[src/rtl/afe_pkg.sv]
// afe_pkg: shared definitions for the AFE switch driver.
//   afe_sel_e   - AFE phase encodings, shared with the measurement FSM
//   afe_state_e - switch driver FSM states
//   afe_cfg_t   - requested/applied switch configuration {phase, ref polarity}
//   afe_make_cfg- builds a config, masking ref_sign outside DEINTEGRATE
//   afe_decode  - config -> {sw_az, sw_in, sw_refp, sw_refn}
package afe_pkg;

  typedef enum logic [1:0] {
    AFE_IDLE        = 2'b00,
    AFE_AUTO_ZERO   = 2'b01,
    AFE_INTEGRATE   = 2'b10,
    AFE_DEINTEGRATE = 2'b11
  } afe_sel_e;

  typedef enum logic [1:0] {
    S_OPEN   = 2'b00,
    S_BREAK  = 2'b01,
    S_ACTIVE = 2'b10
  } afe_state_e;

  typedef struct packed {
    afe_sel_e sel;
    logic     ref_sign;
  } afe_cfg_t;

  // Width of the dead-time and filter counters (legal parameter range 1..15).
  localparam int unsigned CNT_W = 4;

  // ref_sign is forced to 0 outside DEINTEGRATE so that toggling it in other
  // phases is not seen as a configuration change.
  function automatic afe_cfg_t afe_make_cfg(input logic [1:0] sel, input logic ref_sign);
    afe_cfg_t c;
    c.sel      = afe_sel_e'(sel);
    c.ref_sign = (c.sel == AFE_DEINTEGRATE) ? ref_sign : 1'b0;
    return c;
  endfunction

  // Returns {az, in, refp, refn}; at most one bit set.
  function automatic logic [3:0] afe_decode(input afe_cfg_t c);
    logic [3:0] sw;
    sw = '0;
    case (c.sel)
      AFE_AUTO_ZERO:   sw = 4'b1000;
      AFE_INTEGRATE:   sw = 4'b0100;
      AFE_DEINTEGRATE: sw = c.ref_sign ? 4'b0010 : 4'b0001;
      default:         sw = '0;
    endcase
    return sw;
  endfunction

endpackage

[src/rtl/afe_switch_driver_sync_filter.sv]
// sync_filter: 2-flop synchronizer followed by a stability filter.
// The filtered flag takes the synchronized level only after FILTER_LEN
// consecutive samples that differ from the current flag.
// Ports:
//   clk_i   - clock
//   rst_ni  - asynchronous active-low reset (clears synchronizer and filter)
//   raw_i   - asynchronous input
//   filt_o  - synchronized, filtered level
module sync_filter
  import afe_pkg::*;
#(
  parameter int unsigned FILTER_LEN = 3
) (
  input  logic clk_i,
  input  logic rst_ni,
  input  logic raw_i,
  output logic filt_o
);

  localparam logic [CNT_W-1:0] LAST = CNT_W'(FILTER_LEN - 1);
  localparam logic [CNT_W-1:0] ONE  = CNT_W'(1);

  logic             r_meta;
  logic             r_sync;
  logic             r_flag;
  logic [CNT_W-1:0] r_cnt;

  // The counter is cleared on every toggle and whenever the sample agrees
  // with the flag, so it never exceeds FILTER_LEN-1 and cannot wrap.
  always_ff @(posedge clk_i or negedge rst_ni) begin
    if (!rst_ni) begin
      r_meta <= 1'b0;
      r_sync <= 1'b0;
      r_flag <= 1'b0;
      r_cnt  <= '0;
    end else begin
      r_meta <= raw_i;
      r_sync <= r_meta;
      if (r_sync == r_flag) begin
        r_cnt <= '0;
      end else if (r_cnt >= LAST) begin
        r_flag <= r_sync;
        r_cnt  <= '0;
      end else begin
        r_cnt <= r_cnt + ONE;
      end
    end
  end

  assign filt_o = r_flag;

endmodule

[src/rtl/afe_switch_driver.sv]
// afe_switch_driver: break-before-make driver for the AFE analog switches,
// plus synchronized/filtered comparator and saturation flags.
// Ports:
//   clk_i, rst_ni                  - clock, asynchronous active-low reset
//   afe_sel_i, ref_sign_i          - requested phase and deintegrate polarity
//   afe_reset_i                    - integrator short request (-> sw_rst_o, 1 clk)
//   comp_raw_i, sat_hi_raw_i, sat_lo_raw_i - asynchronous comparator inputs
//   sw_az_o, sw_in_o, sw_refp_o, sw_refn_o - switch enables (one-hot or none)
//   sw_rst_o                       - integrator capacitor short
//   comp_o, sat_hi_o, sat_lo_o     - filtered flags
//   busy_o                         - high during the all-open break interval
// Build option: define AFE_SAT_LATCH_EN to make sat_hi_o/sat_lo_o sticky
// until cleared by sw_rst_o while the filtered input is low.
module afe_switch_driver
  import afe_pkg::*;
#(
  parameter int unsigned DEADTIME_CYCLES = 2,
  parameter int unsigned FILTER_LEN      = 3
) (
  input  logic       clk_i,
  input  logic       rst_ni,
  input  logic [1:0] afe_sel_i,
  input  logic       ref_sign_i,
  input  logic       afe_reset_i,
  input  logic       comp_raw_i,
  input  logic       sat_hi_raw_i,
  input  logic       sat_lo_raw_i,
  output logic       sw_az_o,
  output logic       sw_in_o,
  output logic       sw_refp_o,
  output logic       sw_refn_o,
  output logic       sw_rst_o,
  output logic       comp_o,
  output logic       sat_hi_o,
  output logic       sat_lo_o,
  output logic       busy_o
);

  localparam logic [CNT_W-1:0] DT  = CNT_W'(DEADTIME_CYCLES);
  localparam logic [CNT_W-1:0] ONE = CNT_W'(1);

  afe_cfg_t         r_req;
  afe_cfg_t         r_target;
  afe_state_e       r_state;
  logic [CNT_W-1:0] r_cnt;
  logic [3:0]       r_sw;
  logic             r_busy;
  logic             r_sw_rst;
  logic             w_comp;
  logic             w_sat_hi;
  logic             w_sat_lo;

  always_ff @(posedge clk_i or negedge rst_ni) begin
    if (!rst_ni) begin
      r_req <= '0;
    end else begin
      r_req <= afe_make_cfg(afe_sel_i, ref_sign_i);
    end
  end

  // r_target is the pending configuration in S_BREAK and the applied one in
  // S_ACTIVE. Any difference from the registered request (re)starts a full
  // break, including a return to the previously applied configuration.
  always_ff @(posedge clk_i or negedge rst_ni) begin
    if (!rst_ni) begin
      r_state  <= S_OPEN;
      r_target <= '0;
      r_cnt    <= '0;
      r_sw     <= '0;
      r_busy   <= 1'b0;
    end else begin
      case (r_state)
        S_OPEN: begin
          if (r_req.sel != AFE_IDLE) begin
            r_state  <= S_BREAK;
            r_target <= r_req;
            r_cnt    <= DT;
            r_sw     <= '0;
            r_busy   <= 1'b1;
          end
        end
        S_BREAK: begin
          if (r_req != r_target) begin
            r_target <= r_req;
            r_cnt    <= DT;
          end else if (r_cnt <= ONE) begin
            r_state <= S_ACTIVE;
            r_sw    <= afe_decode(r_target);
            r_busy  <= 1'b0;
          end else begin
            r_cnt <= r_cnt - ONE;
          end
        end
        S_ACTIVE: begin
          if (r_req != r_target) begin
            r_state  <= S_BREAK;
            r_target <= r_req;
            r_cnt    <= DT;
            r_sw     <= '0;
            r_busy   <= 1'b1;
          end
        end
        default: begin
          r_state <= S_OPEN;
          r_sw    <= '0;
          r_busy  <= 1'b0;
        end
      endcase
    end
  end

  // Integrator short is held during reset and otherwise tracks the request.
  always_ff @(posedge clk_i or negedge rst_ni) begin
    if (!rst_ni) begin
      r_sw_rst <= 1'b1;
    end else begin
      r_sw_rst <= afe_reset_i;
    end
  end

  sync_filter #(.FILTER_LEN(FILTER_LEN)) u_comp (
    .clk_i  (clk_i),
    .rst_ni (rst_ni),
    .raw_i  (comp_raw_i),
    .filt_o (w_comp)
  );

  sync_filter #(.FILTER_LEN(FILTER_LEN)) u_sat_hi (
    .clk_i  (clk_i),
    .rst_ni (rst_ni),
    .raw_i  (sat_hi_raw_i),
    .filt_o (w_sat_hi)
  );

  sync_filter #(.FILTER_LEN(FILTER_LEN)) u_sat_lo (
    .clk_i  (clk_i),
    .rst_ni (rst_ni),
    .raw_i  (sat_lo_raw_i),
    .filt_o (w_sat_lo)
  );

`ifdef AFE_SAT_LATCH_EN
  logic r_hi_st;
  logic r_lo_st;

  // Sticky bit ORed with the live level: sets with no extra latency and
  // clears the cycle after sw_rst_o is seen while the filtered input is low.
  always_ff @(posedge clk_i or negedge rst_ni) begin
    if (!rst_ni) begin
      r_hi_st <= 1'b0;
      r_lo_st <= 1'b0;
    end else begin
      if (w_sat_hi)      r_hi_st <= 1'b1;
      else if (r_sw_rst) r_hi_st <= 1'b0;
      if (w_sat_lo)      r_lo_st <= 1'b1;
      else if (r_sw_rst) r_lo_st <= 1'b0;
    end
  end

  assign sat_hi_o = w_sat_hi | r_hi_st;
  assign sat_lo_o = w_sat_lo | r_lo_st;
`else
  assign sat_hi_o = w_sat_hi;
  assign sat_lo_o = w_sat_lo;
`endif

  assign {sw_az_o, sw_in_o, sw_refp_o, sw_refn_o} = r_sw;
  assign sw_rst_o = r_sw_rst;
  assign comp_o   = w_comp;
  assign busy_o   = r_busy;

endmodule
[config.mk]
export PLATFORM = sky130hd
export DESIGN_NAME = afe_switch_driver
export DESIGN_NICKNAME = d
export VERILOG_FILES = /design/src/rtl/afe_pkg.sv /design/src/rtl/afe_switch_driver_sync_filter.sv /design/src/rtl/afe_switch_driver.sv
export SDC_FILE = /design/constraint.sdc
export NUM_CORES = 1
export LEC_CHECK = 0
export CAP_MARGIN = 20
export CELL_PAD_IN_SITES_DETAIL_PLACEMENT = 1
export CELL_PAD_IN_SITES_GLOBAL_PLACEMENT = 2
export CORE_ASPECT_RATIO = 0.75
export CORE_MARGIN = 3
export CORE_UTILIZATION = 34
export DETAILED_ROUTE_END_ITERATION = 8
export PLACE_DENSITY_LB_ADDON = 0.3
export SYNTH_ARGS = -nofsm -noshare
export SYNTH_HDL_FRONTEND = slang
export SYNTH_SLANG_ARGS = --single-unit
[constraint.sdc]
create_clock -name clk_i -period 1.7 [get_ports clk_i]
set_clock_uncertainty 0.05 [all_clocks]
set_input_delay 0.34 -clock clk_i [delete_from_list [all_inputs] [get_ports clk_i]]
set_output_delay 0.34 -clock clk_i [all_outputs]
set_load 0.05 [all_outputs]
==> metrics.txt <==
switch share a little under two fifths; fin. max-slew vios 0; CTS Sinks 39; most frequent cells in the layout dfrtp_1, buf_4, nand2_1; largest net degree at the start of global routing 40; Rows 21; Arrival @ worst endpoint approximately 1.9 ns; PortBufs 17; synthesized cell area between 1500 and 2000 µm²; dpl cells ~230; startpoint type of the worst setup path register; first-pass GRT wire length 6134 µm; Pint approximately 2.4 mW; hold path depth 0; EDFF count, synth 0; CP Max Fanout 5; I/O Pins 18; Starting Density 36.42%; grt met1 use 16.28%; # Max-Cap Violations 0; LEAKAGE between 1 and 1.5 nW; # setup viols final 8; CP Launch Point r_cnt[1]; Hold Startpoint u_sat_hi.r_meta; Clk Latency, worst-skew pair a little under 0.3 ns; Residual DRC 0; core area roughly 4600 µm²; DR WL/cell 14.44 µm; Worst Slack Setup Final -0.06621 ns; prevailing post-synth register cell dfrtp_1; CTS Buf Count 5; CTS tree built; Synth Warn # 0; Syn Area/Cell about 12 µm²; vias per inst between 4 and 5; Setup CP Type register to register; commonest non-fill, non-tap cell in the layout dfrtp_1; Area after DPL a little over 2000 µm²; Post-synth ARST share 100.0%; Clock power frac between 15 and 20%; Seq/Total Area, Yosys ~58%; reg2reg path depth 6; WP data required approximately 1.8 ns; logic gate share of total power between 50 and 60%; Achievable Freq between 0.5 and 0.6 GHz; layout cells sized above 1 41.80%; DRT Wirelength 3553 µm; element type at the critical path end register; vias in the first global route 1,301; sequential share of power between 30% and 40%; Seq cells post-synth 39; pwr dens around 1600 nW/µm²; non-filler cells, final around 250; met3 Usage GRT under 10%; Area growth, synth to finish 38.78%; Post-Synthesis Cells 136; Clock Path Buffers 2; hold slack about 0.3 ns; Die Height approximately 67 µm; die footprint around 6000 µm²; initial DRC count 19; busiest grt layer met2; RSZ-0062 raised after global routing yes; antenna violations before repair 0; Tmin final 1.766 ns; diodes inserted 0; total iterations of the first detailed-routing run 4; DP Wirelength ~2500 µm; run status finished with violations; worst hold path type register to register; Critical R2R Launch r_cnt[1]; vias ~1,100; root buffer cell clkbuf_8; M2 GR Usage between 20% and 30%; CTS clk-pin slew, worst paths about 0.070 ns; Placer Congestion approximately 0.78; final instance area 2337 µm²; remaining antenna violation count 0; total global-route track usage between 10 and 15%; failing checks negative setup slack; final period utilization 103.9%; Worst VDD drop about 0.62 mV; Nets 209; Final Hold Vio Count 0; switching pwr between 1 and 1.5 mW; Max H-tree Level 2; Netlist cell types 32; overall power approximately 3.8 mW; gr ovfl total 0; die width around 87 µm
registers in the layout (all words and copies together) (netlist names), 2 cells and up:
register and count:
r_sw 4, r_target 3, r_state 2, u_sat_lo.r_cnt 4, r_req 3, u_comp.r_cnt 4, r_cnt 4, u_sat_hi.r_cnt 4
critical path, cell delays in order (launching register included):
cell     delay (ns)
dfrtp_1        0.36
inv_2          0.06
ha_2           0.17
or2_4          0.26
a31o_4         0.23
a211o_4        0.35
a21o_1         0.18
logic make-up after synthesis:
| group | synth area share [%] |
|---|---|
| and+or+nand+nor | 12.93 |
| muxes | 8.321 |
| buffers and inverters | 2.898 |
| xor gates and xnor gates | 3.120 |
| adders and majority gates | 8.915 |
| AOI/OAI and AO/OA | 5.572 |
| DFF | 58.02 |
| other | 0.2227 |
timing repair:
| item | in CTS | in global routing |
|---|---|---|
| pin swaps | 6 | 3 |
| buffers inserted | 6 | 6 |
| endpoints found under the setup margin | 11 | 15 |
| gates resized for setup | 12 | 14 |
| hold buffers | 1 | 0 |
| endpoints found under the hold margin | 38 | 0 |
| cloned | 0 | 0 |
synth_stat cells (3+ instances only):
| library cell | count | share of area (%) |
|---|---|---|
| ha_1 | 12 | 8.9 |
| and3_1 | 4 | 1.5 |
| o21ai_0 | 3 | 0.89 |
| dfrtp_1 | 38 | 56 |
| xor2_1 | 6 | 3.1 |
| inv_1 | 10 | 2.2 |
| a21o_1 | 3 | 1.3 |
| nor2_1 | 10 | 2.2 |
| mux2_4 | 5 | 4.5 |
| mux2_2 | 4 | 2.7 |
| nand2_1 | 13 | 2.9 |
| nor4_1 | 3 | 1.1 |
metal layers:
metal,wire (µm),vias to the layer above
li1,-,557
met4,30,0
met5,0,-
met3,113,4
met2,1843,13
met1,1566,551
stage by stage:
stage                     util [%]  worst slack (ns)  setup TNS (ns)
after CTS                    48.19          -0.07038         -0.1871
final                        50.54          -0.06621        -0.09013
after global routing         50.54           -0.1083         -0.5686
after detailed placement     44.83          -0.09813         -0.7934
after floorplan                  -          -0.01185        -0.05926
after global placement       44.83          -0.06311         -0.2336
worst paths after layout:
check / to / slack, ns
worst max-delay path: r_cnt[1] / -0.07
worst min-delay path: u_sat_hi.r_sync / 0.30
worst max register to register: r_cnt[1] / -0.07
worst min register to register: u_sat_hi.r_sync / 0.30
max in group asynchronous: sw_rst_o / 0.86
min in group asynchronous: u_sat_hi.r_sync / 0.49
final cells by class:
| cell class | instances | area (µm²) |
|---|---|---|
| Inverter | 10 | 37.54 |
| Tap cell | 57 | 71.32 |
| Clock buffer | 6 | 72.57 |
| Clock inverter | 2 | 12.51 |
| Sequential cell | 39 | 977.2 |
| Timing Repair Buffer | 44 | 380.4 |
| Fill cell | 499 | 2287 |
| Multi-Input combinational cell | 88 | 785.8 |
power by group through the flow:
stage                     sequential, mW  combinational [mW]  clock (mW)
after floorplan                     1.44               0.869           0
after global placement              1.24                1.59           0
after detailed placement            1.25                1.65           0
after CTS                           1.25                1.76       0.630
after global routing                1.27                2.17       0.677
final                               1.25                1.99       0.595
Power figures use the tool's default switching activity.
